## src/rtl/pic_pkg.sv

```systemverilog
// Shared encodings for the PIC control sequencer: FSM states, OCW2 command
// codes and OCW3 field positions.
package pic_pkg;

   typedef enum logic [1:0] {
      CMD_READY,
      WAIT_ICW2,
      WAIT_ICW3,
      WAIT_ICW4
   } cmd_state_t;

   typedef enum logic [1:0] {
      ACK_IDLE,
      ACK_1,
      ACK_2,
      ACK_POLL
   } ack_state_t;

   // OCW2 data[7:5]
   localparam logic [2:0] EOI_NONSPEC  = 3'b001;
   localparam logic [2:0] EOI_ROTATE   = 3'b101;
   localparam logic [2:0] AEOI_ROT_SET = 3'b100;
   localparam logic [2:0] AEOI_ROT_CLR = 3'b000;

   // OCW3 data[1:0] read select and poll bit
   localparam logic [1:0] RSEL_IRR = 2'b10;
   localparam logic [1:0] RSEL_ISR = 2'b11;
   localparam int unsigned OCW3_POLL_BIT = 2;

endpackage

```

## src/rtl/pic_priority_resolver.sv

```systemverilog
// Rotating-priority find-first over pending requests, plus the fully-nested
// check against the highest in-service level.
module pic_priority_resolver #(
   parameter int unsigned NUM_IRQ = 8,
   localparam int unsigned ID_WIDTH = $clog2(NUM_IRQ)
) (
   input  logic [NUM_IRQ-1:0]  pending,
   input  logic [NUM_IRQ-1:0]  in_service,
   input  logic [ID_WIDTH-1:0] lowest,
   output logic                winner_valid_c,
   output logic [ID_WIDTH-1:0] winner_id_c,
   output logic                isr_any_c,
   output logic [ID_WIDTH-1:0] isr_top_id_c
);

   logic [ID_WIDTH-1:0] start;
   logic [NUM_IRQ-1:0]  pend_rot;
   logic [NUM_IRQ-1:0]  isr_rot;
   logic [ID_WIDTH-1:0] pend_rank;
   logic [ID_WIDTH-1:0] isr_rank;
   logic                pend_any;
   logic                isr_any;

   // Rank 0 is the level just above the lowest-priority pointer.
   always_comb begin
      start     = lowest + ID_WIDTH'(1);
      pend_rot  = '0;
      isr_rot   = '0;
      pend_rank = '0;
      isr_rank  = '0;
      pend_any  = 1'b0;
      isr_any   = 1'b0;
      for (int k = 0; k < int'(NUM_IRQ); k++) begin
         pend_rot[k] = pending[start + ID_WIDTH'(k)];
         isr_rot[k]  = in_service[start + ID_WIDTH'(k)];
      end
      for (int k = int'(NUM_IRQ) - 1; k >= 0; k--) begin
         if (pend_rot[k]) begin
            pend_any  = 1'b1;
            pend_rank = ID_WIDTH'(k);
         end
         if (isr_rot[k]) begin
            isr_any  = 1'b1;
            isr_rank = ID_WIDTH'(k);
         end
      end
      winner_id_c    = pend_rank + start;
      isr_top_id_c   = isr_rank + start;
      isr_any_c      = isr_any;
      winner_valid_c = pend_any && (!isr_any || (pend_rank < isr_rank));
   end

endmodule

```

## src/rtl/pic_control_sequencer.sv

```systemverilog
// Clocked 8259A-style control logic: ICW/OCW sequencing, IRR/ISR/IMR,
// rotating priority, 8086 two-pulse acknowledge, poll and register reads.
module pic_control_sequencer
   import pic_pkg::*;
#(
   parameter int unsigned NUM_IRQ = 8
) (
   input  logic               clock,
   input  logic               reset_n,
   input  logic               write_initial_command_word_1,
   input  logic               write_initial_command_word_2_4,
   input  logic               write_operation_control_word_1,
   input  logic               write_operation_control_word_2,
   input  logic               write_operation_control_word_3,
   input  logic               read,
   input  logic [7:0]         internal_data_bus,
   input  logic               interrupt_acknowledge_n,
   input  logic [NUM_IRQ-1:0] interrupt_request,
   output logic               interrupt_to_cpu,
   output logic               out_control_logic_data,
   output logic [7:0]         control_logic_data,
   output logic [NUM_IRQ-1:0] interrupt_mask,
   output logic [NUM_IRQ-1:0] in_service
);

   localparam int unsigned ID_WIDTH  = $clog2(NUM_IRQ);
   localparam int unsigned BASE_W    = 8 - ID_WIDTH;
   localparam int unsigned NUM_BYTES = NUM_IRQ / 8;
   localparam int unsigned PTR_W     = (NUM_BYTES > 1) ? $clog2(NUM_BYTES) : 1;
   localparam logic [ID_WIDTH-1:0] LAST_ID = ID_WIDTH'(NUM_IRQ - 1);

   function automatic logic [PTR_W-1:0] ptr_inc(input logic [PTR_W-1:0] p);
      return (32'(p) + 32'd1 >= NUM_BYTES) ? '0 : p + PTR_W'(1);
   endfunction

   function automatic logic [NUM_IRQ-1:0] onehot(input logic [ID_WIDTH-1:0] id);
      return NUM_IRQ'(1) << id;
   endfunction

   cmd_state_t          cmd_state, cmd_n;
   ack_state_t          ack_state, ack_n;
   logic                ltim, ltim_n, sngl, sngl_n, ic4, ic4_n;
   logic                aeoi, aeoi_n, auto_rot, auto_rot_n;
   logic [BASE_W-1:0]   base, base_n;
   logic [ID_WIDTH-1:0] lowest, lowest_n;
   logic [NUM_IRQ-1:0]  irr, irr_n, isr, isr_n, imr, imr_n, req_d;
   logic [PTR_W-1:0]    mask_ptr, mask_ptr_n, rd_ptr, rd_ptr_n;
   logic                read_isr, read_isr_n;
   logic [ID_WIDTH-1:0] ack_id, ack_id_n;
   logic                ack_valid, ack_valid_n;
   logic                inta_d, read_d;
   logic                int_n, drv_n;
   logic [7:0]          dout_n;

   logic                winner_valid, isr_any;
   logic [ID_WIDTH-1:0] winner_id, isr_top_id, ack_sel;
   logic [NUM_IRQ-1:0]  isr_set, isr_clr, irr_clr, sel_vec;
   logic [7:0]          reg_byte;
   logic                wr_ready, inta_fall, inta_rise, read_rise, read_fall;

   pic_priority_resolver #(.NUM_IRQ(NUM_IRQ)) u_resolver (
      .pending        (irr & ~imr),
      .in_service     (isr),
      .lowest         (lowest),
      .winner_valid_c (winner_valid),
      .winner_id_c    (winner_id),
      .isr_any_c      (isr_any),
      .isr_top_id_c   (isr_top_id)
   );

   assign interrupt_mask = imr;
   assign in_service     = isr;

   always_comb begin
      cmd_n       = cmd_state;
      ack_n       = ack_state;
      ltim_n      = ltim;
      sngl_n      = sngl;
      ic4_n       = ic4;
      aeoi_n      = aeoi;
      auto_rot_n  = auto_rot;
      base_n      = base;
      lowest_n    = lowest;
      imr_n       = imr;
      mask_ptr_n  = mask_ptr;
      rd_ptr_n    = rd_ptr;
      read_isr_n  = read_isr;
      ack_id_n    = ack_id;
      ack_valid_n = ack_valid;
      int_n       = winner_valid && (ack_state == ACK_IDLE);
      drv_n       = 1'b0;
      dout_n      = '0;
      isr_set     = '0;
      isr_clr     = '0;
      irr_clr     = '0;
      wr_ready    = (cmd_state == CMD_READY);
      inta_fall   = inta_d & ~interrupt_acknowledge_n;
      inta_rise   = ~inta_d & interrupt_acknowledge_n;
      read_rise   = read & ~read_d;
      read_fall   = ~read & read_d;
      ack_sel     = winner_valid ? winner_id : LAST_ID;
      sel_vec     = read_isr ? isr : irr;
      reg_byte    = sel_vec[8*int'(rd_ptr) +: 8];

      // Initialisation sequence after ICW1
      if (write_initial_command_word_2_4) begin
         unique case (cmd_state)
            WAIT_ICW2: begin
               base_n = internal_data_bus[7:ID_WIDTH];
               cmd_n  = !sngl ? WAIT_ICW3 : (ic4 ? WAIT_ICW4 : CMD_READY);
            end
            WAIT_ICW3: cmd_n = ic4 ? WAIT_ICW4 : CMD_READY;
            WAIT_ICW4: begin
               aeoi_n = internal_data_bus[1];
               cmd_n  = CMD_READY;
            end
            CMD_READY: ;
         endcase
      end

      // Acknowledge / poll / register-read sequencing
      unique case (ack_state)
         ACK_IDLE: begin
            if (read) begin
               drv_n  = 1'b1;
               dout_n = reg_byte;
            end
            if (read_fall) rd_ptr_n = ptr_inc(rd_ptr);
            if (inta_fall) begin
               ack_id_n    = ack_sel;
               ack_valid_n = winner_valid;
               if (winner_valid) begin
                  isr_set = onehot(winner_id);
                  irr_clr = onehot(winner_id);
               end
               ack_n = ACK_1;
            end else if (wr_ready && write_operation_control_word_3 &&
                         internal_data_bus[OCW3_POLL_BIT]) begin
               ack_id_n    = ack_sel;
               ack_valid_n = winner_valid;
               ack_n       = ACK_POLL;
            end
         end
         ACK_1: if (inta_rise) ack_n = ACK_2;
         ACK_2: begin
            if (!interrupt_acknowledge_n) begin
               drv_n  = 1'b1;
               dout_n = {base, ack_id};
            end
            if (inta_rise) begin
               ack_n = ACK_IDLE;
               if (aeoi && ack_valid) begin
                  isr_clr = onehot(ack_id);
                  if (auto_rot) lowest_n = ack_id;
               end
            end
         end
         ACK_POLL: begin
            if (read) begin
               drv_n  = 1'b1;
               dout_n = {ack_valid, 7'(ack_id)};
            end
            if (read_rise && ack_valid) begin
               isr_set = onehot(ack_id);
               irr_clr = onehot(ack_id);
            end
            if (read_fall) ack_n = ACK_IDLE;
         end
      endcase

      if (wr_ready && write_operation_control_word_1) begin
         imr_n[8*int'(mask_ptr) +: 8] = internal_data_bus;
         mask_ptr_n = ptr_inc(mask_ptr);
      end

      // EOI clears the highest in-service level as it was before this cycle's set
      if (wr_ready && write_operation_control_word_2) begin
         case (internal_data_bus[7:5])
            EOI_NONSPEC, EOI_ROTATE: begin
               if (isr_any) begin
                  isr_clr = isr_clr | onehot(isr_top_id);
                  if (internal_data_bus[7:5] == EOI_ROTATE) lowest_n = isr_top_id;
               end
            end
            AEOI_ROT_SET: auto_rot_n = 1'b1;
            AEOI_ROT_CLR: auto_rot_n = 1'b0;
            default: ;
         endcase
      end

      if (wr_ready && write_operation_control_word_3) begin
         mask_ptr_n = '0;
         rd_ptr_n   = '0;
         if (internal_data_bus[1:0] == RSEL_IRR) read_isr_n = 1'b0;
         else if (internal_data_bus[1:0] == RSEL_ISR) read_isr_n = 1'b1;
      end

      irr_n = (ltim ? interrupt_request : (irr | (interrupt_request & ~req_d))) & ~irr_clr;
      isr_n = (isr | isr_set) & ~isr_clr;

      // ICW1 restarts initialisation and overrides everything else this cycle
      if (write_initial_command_word_1) begin
         cmd_n       = WAIT_ICW2;
         ack_n       = ACK_IDLE;
         ltim_n      = internal_data_bus[3];
         sngl_n      = internal_data_bus[1];
         ic4_n       = internal_data_bus[0];
         aeoi_n      = 1'b0;
         auto_rot_n  = 1'b0;
         base_n      = '0;
         lowest_n    = LAST_ID;
         irr_n       = '0;
         isr_n       = '0;
         imr_n       = '0;
         mask_ptr_n  = '0;
         rd_ptr_n    = '0;
         read_isr_n  = 1'b0;
         ack_id_n    = '0;
         ack_valid_n = 1'b0;
         int_n       = 1'b0;
         drv_n       = 1'b0;
         dout_n      = '0;
      end
   end

   always_ff @(posedge clock or negedge reset_n) begin
      if (!reset_n) begin
         cmd_state              <= CMD_READY;
         ack_state              <= ACK_IDLE;
         ltim                   <= 1'b0;
         sngl                   <= 1'b0;
         ic4                    <= 1'b0;
         aeoi                   <= 1'b0;
         auto_rot               <= 1'b0;
         base                   <= '0;
         lowest                 <= LAST_ID;
         irr                    <= '0;
         isr                    <= '0;
         imr                    <= '0;
         req_d                  <= '0;
         mask_ptr               <= '0;
         rd_ptr                 <= '0;
         read_isr               <= 1'b0;
         ack_id                 <= '0;
         ack_valid              <= 1'b0;
         inta_d                 <= 1'b1;
         read_d                 <= 1'b0;
         interrupt_to_cpu       <= 1'b0;
         out_control_logic_data <= 1'b0;
         control_logic_data     <= '0;
      end else begin
         cmd_state              <= cmd_n;
         ack_state              <= ack_n;
         ltim                   <= ltim_n;
         sngl                   <= sngl_n;
         ic4                    <= ic4_n;
         aeoi                   <= aeoi_n;
         auto_rot               <= auto_rot_n;
         base                   <= base_n;
         lowest                 <= lowest_n;
         irr                    <= irr_n;
         isr                    <= isr_n;
         imr                    <= imr_n;
         req_d                  <= interrupt_request;
         mask_ptr               <= mask_ptr_n;
         rd_ptr                 <= rd_ptr_n;
         read_isr               <= read_isr_n;
         ack_id                 <= ack_id_n;
         ack_valid              <= ack_valid_n;
         inta_d                 <= interrupt_acknowledge_n;
         read_d                 <= read;
         interrupt_to_cpu       <= int_n;
         out_control_logic_data <= drv_n;
         control_logic_data     <= dout_n;
      end
   end

endmodule

```

## config.mk

```make
export PLATFORM = sky130hd
export DESIGN_NAME = pic_control_sequencer
export DESIGN_NICKNAME = d
export VERILOG_FILES = /design/src/rtl/pic_pkg.sv /design/src/rtl/pic_priority_resolver.sv /design/src/rtl/pic_control_sequencer.sv
export SDC_FILE = /design/constraint.sdc
export NUM_CORES = 1
export LEC_CHECK = 0
export CAP_MARGIN = 20
export CORE_MARGIN = 10
export CORE_UTILIZATION = 30
export CTS_CLUSTER_DIAMETER = 60
export DETAILED_ROUTE_END_ITERATION = 12
export GPL_TIMING_DRIVEN = 0
export PLACE_DENSITY = 0.59
export SYNTH_ARGS = -nofsm -noshare
export SYNTH_HDL_FRONTEND = slang
export SYNTH_SLANG_ARGS = --single-unit
```

## constraint.sdc

```tcl
create_clock -name clock -period 7.45 [get_ports clock]
set_input_delay 0.745 -clock clock [delete_from_list [all_inputs] [get_ports clock]]
set_output_delay 0.745 -clock clock [all_outputs]
set_load 0.005 [all_outputs]
```

### Yosys cells after proc, flatten, opt, wreduce, memory -nomap -nowiden

Cells that the tools add are included.

* register bits after elaboration: 68
* logic and storage cells: 269

* bitwise gates (word level): 19
* $lt $le $gt $ge: 11
* reduce and logical (&&, ||, !) cells: 37
* eq/ne operators: 15
* add/sub/neg operators: 15
* shifts and indexed selects: 6
* multiplexer cells: 143

Operators by type and width (count)
* two-way mux 8 bit: 19
* two-way mux 3 bit: 30
* two-way mux 1 bit: 58
* binary-select mux 1 bit (select 3 bit): 16
* negator 4 -> 33 bit: 1
* variable shift 8 x 33 -> 8 bit, first input constant: 1
* variable part select 8 x 33 -> 8 bit: 1
* AND 8 bit: 4
* less-than comparator 3 x 4 -> 1 bit, second input constant: 8
* inverter 8 bit: 4
* bitwise OR 8 bit: 3
* one-hot mux 8 bit (3 select lines): 1
* left shift 1 x 3 -> 8 bit, first input constant: 3
* two-way mux 2 bit: 10
* nonzero test 3 bit: 6
* one-hot mux 8 bit (2 select lines): 1
* two-way mux 5 bit: 3
* AND reduction 2 bit: 7
* nonzero test 2 bit: 7
* adder 3 bit, second input constant: 4
* == test 2 bit, second input constant: 6
* != test 3 bit, second input constant: 3
* bitwise mux 8 bit: 1
* logical AND 1 bit: 8
* 24 further kinds: 41

### Logic depth before layout (Yosys ltp)

* depth after elaboration: 21
* gate-level depth with buffers: 18
* depth with buffers taken out: 15

### Hierarchy

Synthesis repeated with hierarchy kept, for this count alone.

* cell total of the unflattened synthesis: 460
* area, all modules: 4660.7 µm²

By module, submodules not included
* pic_control_sequencer: instances 1, area each 3268.1 µm², sequential area each 1656.6 µm², cells an instance 324
* pic_priority_resolver: instances 1, area each 1392.6 µm², sequential area each 0.0 µm², cells an instance 136

### Worst setup path before layout

OpenSTA, ideal clock, no wires.

* path kind: register -> register
* start: register lowest[0]
* end: register isr[7], in the netlist in_service[7]
* path buffers: 3
* library setup time: 104 ps
* clock period less this slack: 4635 ps
* arrival: 4531 ps
* slack: 2815 ps
* stages on the path, launching flop included: 17
* data required time: 7346 ps
* cell sequence: dfstp_2 -> bufinv_8 -> ha_1 -> buf_2 -> clkbuf_1 -> buf_2 -> mux4_1 -> a211oi_1 -> a22oi_1 -> a31o_2 -> ha_1 -> fa_1 -> xnor2_1 -> nor3_1 -> a221o_1 -> o21bai_1 -> o41ai_2

* cells in the longest elaborated chain, start to end: 21
* elaborated cells on any way between the ends: 91

RTL lines
* start, declared: RTL line pic_control_sequencer.sv:45 `logic [ID_WIDTH-1:0] lowest, lowest_n;`
* start signal, assigned: RTL line pic_control_sequencer.sv:260 `lowest <= lowest_n;`
* adder 3 x 1 -> 3 bit *: RTL line pic_priority_resolver.sv:26 `start = lowest + ID_WIDTH'(1);`
* adder 3 bit: RTL line pic_priority_resolver.sv:34, pic_priority_resolver.sv:35
* binary-select mux 1 bit (select 3 bit) (on tied branches): RTL line pic_priority_resolver.sv:35, pic_priority_resolver.sv:34
* two-way mux 1 bit (on tied branches): RTL line pic_priority_resolver.sv:35, pic_priority_resolver.sv:34
* two-way mux 3 bit, or another cell as far along (8 in series): RTL line pic_priority_resolver.sv:42 `if (isr_rot[k]) begin`
* adder 3 bit, or another cell as far along: RTL line pic_priority_resolver.sv:48 `isr_top_id_c = isr_rank + start;`
* left shift 1 x 3 -> 8 bit / logical OR 1 bit (equally long branches): RTL line pic_control_sequencer.sv:37, pic_priority_resolver.sv:50
* bitwise OR 8 bit / logical AND 1 bit (equally long branches): RTL line pic_control_sequencer.sv:181, pic_priority_resolver.sv:50
* two-way mux 8 bit (on tied branches): RTL line pic_control_sequencer.sv:180, pic_control_sequencer.sv:132
* two-way mux 8 bit (on tied branches): RTL line pic_control_sequencer.sv:178, pic_control_sequencer.sv:129
* two-way mux 8 bit / one-hot mux 8 bit (2 select lines) (equally long branches): RTL line pic_control_sequencer.sv:177, pic_control_sequencer.sv:122
* inverter 8 bit / bitwise OR 8 bit (equally long branches): RTL line pic_control_sequencer.sv:199 `isr_n = (isr | isr_set) & ~isr_clr;`
* AND 8 bit *: RTL line pic_control_sequencer.sv:199
* two-way mux 8 bit *: RTL line pic_control_sequencer.sv:202 `if (write_initial_command_word_1) begin`
* named net isr_n[7]: RTL line pic_control_sequencer.sv:46 `logic [NUM_IRQ-1:0] irr, irr_n, isr, isr_n, imr, imr_n, req_d;`
* end signal, assigned: RTL line pic_control_sequencer.sv:262 `isr <= isr_n;`
* end, declared: RTL line pic_control_sequencer.sv:46

Mark *: on every way through the listed nets, which the timed path passes. The rest lies on a longest branch. The select of a mux whose other input is x is not followed.
A chain may end at the register's enable or synchronous reset.

### Final worst setup path

* start: register lowest[0]
* end: register isr[6], in the netlist in_service[6]

The elaborated chain is that of the path after synthesis.

==> results.md <==
- Hold crit path type: reg2reg
- Die height: 149 um
- Num CTS Buffers: 9
- Distinct cells, synth: 68
- Final Cycle Share: 72.8%
- WL/cell: 20.5 um
- Setup CP Type: reg2reg
- Initial Utilization: 30.3%
- Psw: 0.449 mW
- Final core utilization: 36.8%
- Dominant cell type by area after synthesis: dfrtp_1
- Reg2reg start: lowest[0]
- Area share of the leading cell type in the synthesized netlist: 31.1%
- Root buf cell: clkbuf_16
- Die W: 149 um
- Clock Path Buffers: 2
- Min Hold Slack: 0.524 ns
- Yosys reg bits: 66
- P per Cell Area: 216 nW/um^2
- Vias in the first global route: 4,336
- RR Endpoint: in_service[6]
- Total chip power: 1.31 mW
- Clk Latency, worst-skew pair: 0.33 ns
- Register-to-register setup slack: 2.03 ns
- Switching Share: 34.3%
- Hold worst-path end: ack_valid
- CP arrival: 5.61 ns
- WP data required: 7.64 ns
- Max frequency: 184 MHz
- Total track usage: 14.2%
- Setup crit end kind: flop
- DRC errors left: 0
- Int Pwr: 0.860 mW
- Setup Viol. Count Final: 0
- Core box area: 16,500 um^2
- Clk_skew: 0.00584 ns
- Crit path time final: 5.42 ns
- First-pass DRT Iterations: 7
- Unrepaired setup endpoints after global routing: false
- Post-CTS sizing: 0
- Area Overhead vs Synth: 21.3%
- Initial antenna violation count: 0
- Layout cell share with drive strength beyond 1: 13.8%
- Post-synth EDFFs: 0
- Synth top area cells: dfrtp_1, mux4_2, mux2i_1
- Number of setup buffers added after CTS: 0
- Reg2Reg Depth: 18
- Combinational share of power: 34.1%
- Worst setup SP type: flop
- Hold_buf cts: 0
- Max-Cap Viols: 0
- Nets: 591
- Worst-path clk slew: 0.05 ns
- Yosys warnings: 0
- Vias/cell: 5.54
- Htree depth: 3
- Flop pwr share: 32.5%
- Top FF cell, synth: dfrtp_1
- Area of the mapped netlist: 4990 um^2
- Leakage: 2.57 nW
- Maximum number of pins on one net before global-route repair: 67
- Syn nets: 531
- Final-report max-slew violation count: 0
- Synthesized instance count: 493
- Max IR drop VDD: 0.112 mV
- Fill cells: 1,665
- CTS tree: yes
- Global-route wire length before repair: 24.9 mm
- Hold path start: ack_valid
- Mean Syn Cell Area: 10.1 um^2
- Status: completed
- Worst slew pin tran: 0.995 ns
- Clock share of power: 33.4%
- Gr ovfl total: 0
- Final WL: 15.9 mm
- FP Rows: 47
- Final hold viol count: 0
- Hold path depth: 2
- Crit Path Max Fanout: 10
- Max_slew headroom: 32.8%
- Final ANT Viol Nets: 0
- Port bufs: 49
- Async SR Flop Fraction: 100%
- Vias: 4,305
- # clock sinks: 66
- Die area: 22,200 um^2
- Sequential-to-total area share from yosys stat: 33.2%
- Final setup TNS: 0 ns
- DR iter-0 viols: 286
- GP Congestion: 0.911
- N_diodes: 0
- Dpl hpwl: 12.1 mm
- Ports: 51
-- synthesized netlist by cell type, types with 6 or more instances --
library cell	n
dfrtp_1	62
mux2_2	14
a221oi_1	10
mux4_1	6
ha_1	11
nor3_1	11
nand2_1	46
a221o_1	6
clkbuf_1	16
mux4_2	13
inv_1	24
o21ai_0	23
mux2i_1	27
o41ai_2	7
o41a_1	11
nor2b_1	9
a22oi_1	8
o21bai_1	7
nand2b_1	19
nor2_1	37
nor4_1	11
a21oi_1	16
-- per-stage QoR --
step	instance area (um^2)	instances	worst slack, ns
3_5_place_dp	5760	762	2.14
6_report	6060	777	2.03
5_1_grt	6060	777	1.54
2_1_floorplan	4990	493	2.82
4_1_cts	6060	777	2.11
3_3_place_gp	5760	762	2.22
-- cell type report --
class                      count  area, um^2  share of cell area, %
sequential                    66        1660                   27.3
buffer                        28         163                   2.69
tap                          220         275                   4.54
timing repair buffer          49         488                   8.06
multi-input combinational    373        3060                   50.5
inverter                      26         111                   1.84
clock buffer                  12         236                   3.90
clock inverter                 3        65.1                   1.07
-- metal layers --
| metal | GRT usage, % | up-vias | routed length, um |
|---|---|---|---|
| met5 | 0 | - | 0 |
| met2 | 23.1 | 138 | 7640 |
| met3 | 2.82 | 23 | 866 |
| met1 | 18.6 | 2149 | 7130 |
| met4 | 4.51 | 0 | 284 |
| li1 | - | 1995 | - |
-- power by group through the flow --
stage | sequential (mW) | clock [mW] | combinational, mW
after global routing | 0.430 | 0.463 | 0.486
after global placement | 0.430 | 0 | 0.434
final | 0.426 | 0.437 | 0.447
after detailed placement | 0.431 | 0 | 0.439
after CTS | 0.425 | 0.446 | 0.444
after floorplan | 0.419 | 0 | 0.299
-- worst max-delay path, cell delays in order (launching register included) --
cell and delay, ns:
dfstp_2 0.55, bufinv_8 0.21, ha_1 0.27, buf_2 0.17, clkbuf_1 0.44, buf_2 0.40, mux4_1 0.66, mux2i_1 0.23
nor2b_1 0.31, inv_1 0.07, a21oi_1 0.12, or2_2 0.14, inv_1 0.05, fa_1 0.64, nand3_1 0.19, nor3_1 0.34
a221o_1 0.25, o21bai_1 0.14, o41ai_2 0.10
-- worst max-delay path by stage --
stage               from       endpoint  slack (ns)  depth (start not counted)
2_1_floorplan  lowest[0]  in_service[7]        2.82                         16
3_3_place_gp   lowest[0]  in_service[3]        2.22                         18
3_5_place_dp   lowest[0]  in_service[3]        2.14                         18
4_1_cts        lowest[0]  in_service[3]        2.11                         18
5_1_grt        lowest[0]  in_service[3]        1.54                         18
6_report       lowest[0]  in_service[6]        2.03                         18
-- state kept, by name, summed over array words and instances (netlist names), 2 cells and up --
name,cells
irr,8
ack_state,2
req_d,8
in_service,8
control_logic_data,8
ack_id,3
cmd_state,2
base,5
lowest,3
interrupt_mask,8
-- cells in the final DEF (no fill, tap or decap), types with 5 or more instances in the layout --
master           count
inv_1               24
clkbuf_1            19
nor4_1              11
a22oi_1              8
o21bai_1             7
clkbuf_16            9
or2_1                5
a221o_1              6
mux4_2              13
nand2b_1            19
o21ai_0             23
mux2_2              14
a21oi_1             16
nor2b_1              9
nand2_1             46
mux4_1               6
ha_1                11
a31o_2               5
mux2i_1             27
o41ai_2              7
nand3_1              5
clkdlybuf4s50_1     48
nor3_1              11
dfrtp_1             62
a221oi_1            10
nor2_1              37
o41a_1              11
-- logic make-up (layout without fill, tap and decap cells) --
| kind of cell | after synthesis | count (layout) | synth area share (%) |
|---|---|---|---|
| flops | 66 | 66 | 33.2 |
| fa+ha+maj | 13 | 13 | 3.56 |
| mux | 60 | 60 | 17.6 |
| xor+xnor | 8 | 8 | 2.48 |
| buf+inv | 54 | 118 | 5.49 |
| compound gates | 123 | 123 | 19.8 |
| simple gates | 169 | 169 | 17.9 |
No activity file was read; power rests on OpenSTA's default activity.
==> variant 1 (config.mk and constraints unchanged) <==
Re-encode `cmd_state_t` (4 states) as one-hot, 4 bits wide.
--- a/src/rtl/pic_pkg.sv
+++ b/src/rtl/pic_pkg.sv
@@ -4,7 +4,7 @@
 
-   typedef enum logic [1:0] {
-      CMD_READY,
-      WAIT_ICW2,
-      WAIT_ICW3,
-      WAIT_ICW4
+   typedef enum logic [3:0] {
+      CMD_READY = 4'b0001,
+      WAIT_ICW2 = 4'b0010,
+      WAIT_ICW3 = 4'b0100,
+      WAIT_ICW4 = 4'b1000
    } cmd_state_t;
Formal check against the unedited RTL: no difference found for any inputs over 4 cycles, from zero or initial values and one cycle with reset_n low; so few cycles prove little.
==> variant 1 against the original RTL <==
  * Sequential share of layout area increased by 0.84 points
  * Critical path type unchanged
  * Sequential cell count increased by 2
  * Die area about the same
  * Area after synthesis about the same
  * Worst setup slack improved by 0.56 ns
  * Cell count increased by 2.1%
  * Count of clock-buffer cells in the layout increased by 1
  * Non-clock buffer count increased by 2
  * First-iteration DRC count increased by 51%
  * Total power decreased by 5.4%
  * Wire length decreased by 5.4%
  * Cell area about the same
  * Critical endpoint is now irr[6]
  * Synthesized cell count increased by 3.0%
==> variant 1: results (changes against the original RTL) <==
CP delay by family, top=compound AO/OA/AOI/OAI gates; layout cell share with drive strength beyond 1=0.148 (+0.0101); Post-Syn Nets=546 (+2.8%); status=finished clean; DP Worst Slack=2.60 ns (+0.465 ns); GPL Wtd Cong=0.914 (+0.33%); Worst Skew=0.00412 ns (-0.00172 ns); Placed Cells=777 (+2.0%); First-pass DRT Iterations=5 (-2); Area contributors post-synth=dfrtp_1 32%, mux4_2 8.6%, mux2i_1 4.0%; Peak supply drop=0.129 mV (+15%); largest net degree at the start of global routing=69 (+3.0%); commonest cells in the netlist=63 x dfrtp_1, 47 x nand2_1, 40 x nor2_1; detailed-placement wirelength estimate=11,700 µm (-3.4%); Iter 0 DRT Violations=432 (+51%); Net Switching=0.406 mW (-9.7%); area post-placement=5750 µm² (about the same); Leak Pwr=2.45 nW (-4.5%); min-delay src=ic4; Avg WL per Cell=19.0 µm (-7.3%); Comb power=0.376 mW (-16%); Avg Inst Size Synth=9.82 µm² (-3.0%); Clk power=0.432 mW (-1%); GRT Resource Usage Total=0.138 (-0.00465); vias in the first global route=4,458 (+2.8%); Cell Count, Final, Fillers Out=793 (+2.1%); post-synthesis sequential area ratio=0.342 (+0.0104)
==> variant 1: worst reg2reg max path: stages (launching register included) <==
cell and delay (ns):
dfstp_2 0.54, buf_6 0.13, inv_1 0.15, ha_1 0.32
buf_2 0.24, buf_2 0.28, mux4_2 0.40, or2_1 0.26
mux4_2 0.52, o21ai_1 0.48, ha_1 0.35, a21o_1 0.22
a21o_1 0.19, o311ai_4 0.10, buf_6 0.20, a31oi_1 0.15
o21a_1 0.24
==> variant 1: worst paths after layout <==
| kind | endpoint | slack [ns] | depth (start not counted) |
|---|---|---|---|
| setup / recovery | irr[6] | 2.59 | 16 |
| hold / removal | ic4 | 0.51 | 2 |
| setup reg to reg | irr[6] | 2.59 | 16 |
| hold reg to reg | ic4 | 0.51 | 2 |
| max in group asynchronous | irr[3] | 6.36 | 1 |
| min in group asynchronous | sngl | 0.52 | 1 |
==> variant 1: cells by family after synthesis <==
| logic type | Yosys count | share of synthesized area |
|---|---|---|
| and+or+nand+nor | 199 | 0.233 |
| AOI/OAI and AO/OA | 111 | 0.155 |
| DFF | 68 | 0.342 |
| buffers and inverters | 54 | 0.0507 |
| muxes | 52 | 0.156 |
| adders and majority gates | 13 | 0.0356 |
| xor gates and xnor gates | 11 | 0.0278 |
==> variant 1: area by class of cell <==
type                    count  area (µm²)
clock buffers              13         260
flip-flops and latches     68        1710
repair buffers             49         488
multi-input cells         386        3030
clock inverters             3        45.0
well taps                 220         275
inverters                  24        90.1
plain buffers              30         163
fillers                  1682       10400
==> variant 1: layer usage <==
layer  up-vias  track usage  part of all wire
li1       2007            -                 -
met1      2173        0.179              0.45
met2       182        0.220              0.47
met3        29       0.0264             0.065
met4         0       0.0540             0.022
met5         -            0                 0
==> variant 2 (same flow settings) <==
Made on the original files. `NUM_IRQ` is set to 8 in 2 places; all go to 16.
--- a/src/rtl/pic_priority_resolver.sv
+++ b/src/rtl/pic_priority_resolver.sv
@@ -3,3 +3,3 @@
 module pic_priority_resolver #(
-   parameter int unsigned NUM_IRQ = 8,
+   parameter int unsigned NUM_IRQ = 16,
    localparam int unsigned ID_WIDTH = $clog2(NUM_IRQ)
--- a/src/rtl/pic_control_sequencer.sv
+++ b/src/rtl/pic_control_sequencer.sv
@@ -5,3 +5,3 @@
 #(
-   parameter int unsigned NUM_IRQ = 8
+   parameter int unsigned NUM_IRQ = 16
 ) (
Ports: changed (resized in_service, interrupt_mask and interrupt_request); port bits go from 51 to 75. The function was not compared with the original's and may differ.
==> variant 2 against the original RTL <==
  * Total power rose by 37%
  * Cell area is 60% higher
  * Area after synthesis increased by 64%
  * Worst setup slack got worse by 0.64 ns
  * Wire length up 83%
  * Sequential power is 50% higher
  * Combinational power is 52% higher
  * Global-route usage rose by 2.9 points
  * Hold slack worse by 0.12 ns
  * Count of clock-buffer cells in the layout is 1 lower
  * Non-clock buffer count is 50 higher
  * Sequential cell count grew 35
  * Die area up 54%
  * Via count grew 73%
==> variant 2: results (changes against the original RTL) <==
Vias=7,431 (+73%); CTS resizes=0 (unchanged); global-route track usage on met3=0.0282 (about the same); r2r setup slk=1.39 ns (-0.64 ns); Arr. time, crit path=6.26 ns (+0.65 ns); Worst Skew=0.0108 ns (+0.00500 ns); slowest CP cell=mux2i_1; met1 Use GR=0.220 (+0.0340); Rows=60 (+28%); Buffers excl. clock=127 (+65%); Area contributors post-synth=dfrtp_1 29%, mux4_2 11%, mux2i_1 7.6%; synthesized flop and latch total=101 (+53%); vias in the first global route=7,300 (+68%); commonest cells in the netlist=96 x dfrtp_1, 82 x nand2_1, 62 x mux2i_1; largest net degree at the start of global routing=53 (-21%); first-pass GRT wire length=44,700 µm (+80%); vias per inst=5.84 (+5.4%); area of the multi-input gates=5190 µm² (+70%); met1 wire length=12,200 µm (+71%); total CTS buffers=9 (unchanged); ClkCell Share=0.0312 (-0.0186); synth unique cells=73 (+7.4%); final WL=29,200 µm (+83%); CP Max Fanout=11 (+1); CP delay by family, top=multiplexers; Seq/total area=0.262 (-0.0113); non-clock buffer share of cell area=0.110 (+0.00265); Final Critical Period=6.06 ns (+0.640 ns); clk_lat worst skew=0.36 ns (+0.03 ns); FF-to-FF path depth=21 (+3); post-route cell area=9660 µm² (+60%); DP Worst Slack=1.49 ns (-0.644 ns); final-layout fill cell count=2,724 (+64%); Leak Pwr=3.91 nW (+52%); GPL Wtd Cong=0.959 (+5.3%); DR top layer=met4; WL met3=2120 µm (+150%); post-synthesis sequential area ratio=0.310 (-0.0221); Comb power=0.680 mW (+52%); layout cell share with drive strength beyond 1=0.148 (+0.00983); clk slew on worst S/H paths=0.07 ns (+0.02 ns); Rel. slew slack=0.309 (-0.0189); invs w/o clock=39 (+50%); crit-path max cell delay=0.68 ns (+0.02 ns); Switching Share=0.388 (+0.0449); Post-Syn Nets=893 (+68%); I/O Buffers=73 (+49%); detailed-placement wirelength estimate=22,400 µm (+85%); global-route track usage on met2=0.279 (+0.0480); Peak supply drop=0.117 mV (+4.7%); status=finished clean; Placed Cells=1,257 (+65%); multi-input gate count=649 (+74%); Iter 0 DRT Violations=688 (+140%)
[variant 2: cell count changes in the layout (fill, tap and decap cells not counted), moves of 17 or more]
cell / unedited run / this run
a21oi_1: 16 / 42
a31oi_1: 2 / 24
clkdlybuf4s50_1: 48 / 72
dfrtp_1: 62 / 96
mux2i_1: 27 / 62
mux4_2: 13 / 40
nand2_1: 46 / 82
nor2b_1: 9 / 26
[variant 2: metrics by stage]
step	power [mW]	hold slack, ns
2_1_floorplan	1.08	0.449
3_3_place_gp	1.30	0.487
3_5_place_dp	1.31	0.509
4_1_cts	1.79	0.435
5_1_grt	1.90	0.468
6_report	1.80	0.408
[variant 2: cells by family (layout without fill, tap and decap cells)]
logic type | after synthesis | after routing | synth area share
flops | 101 | 101 | 0.310
simple gates | 281 | 281 | 0.179
xor+xnor | 14 | 14 | 0.0199
fa+ha+maj | 18 | 18 | 0.0294
mux | 132 | 132 | 0.228
buf+inv | 92 | 182 | 0.0555
compound gates | 204 | 204 | 0.178
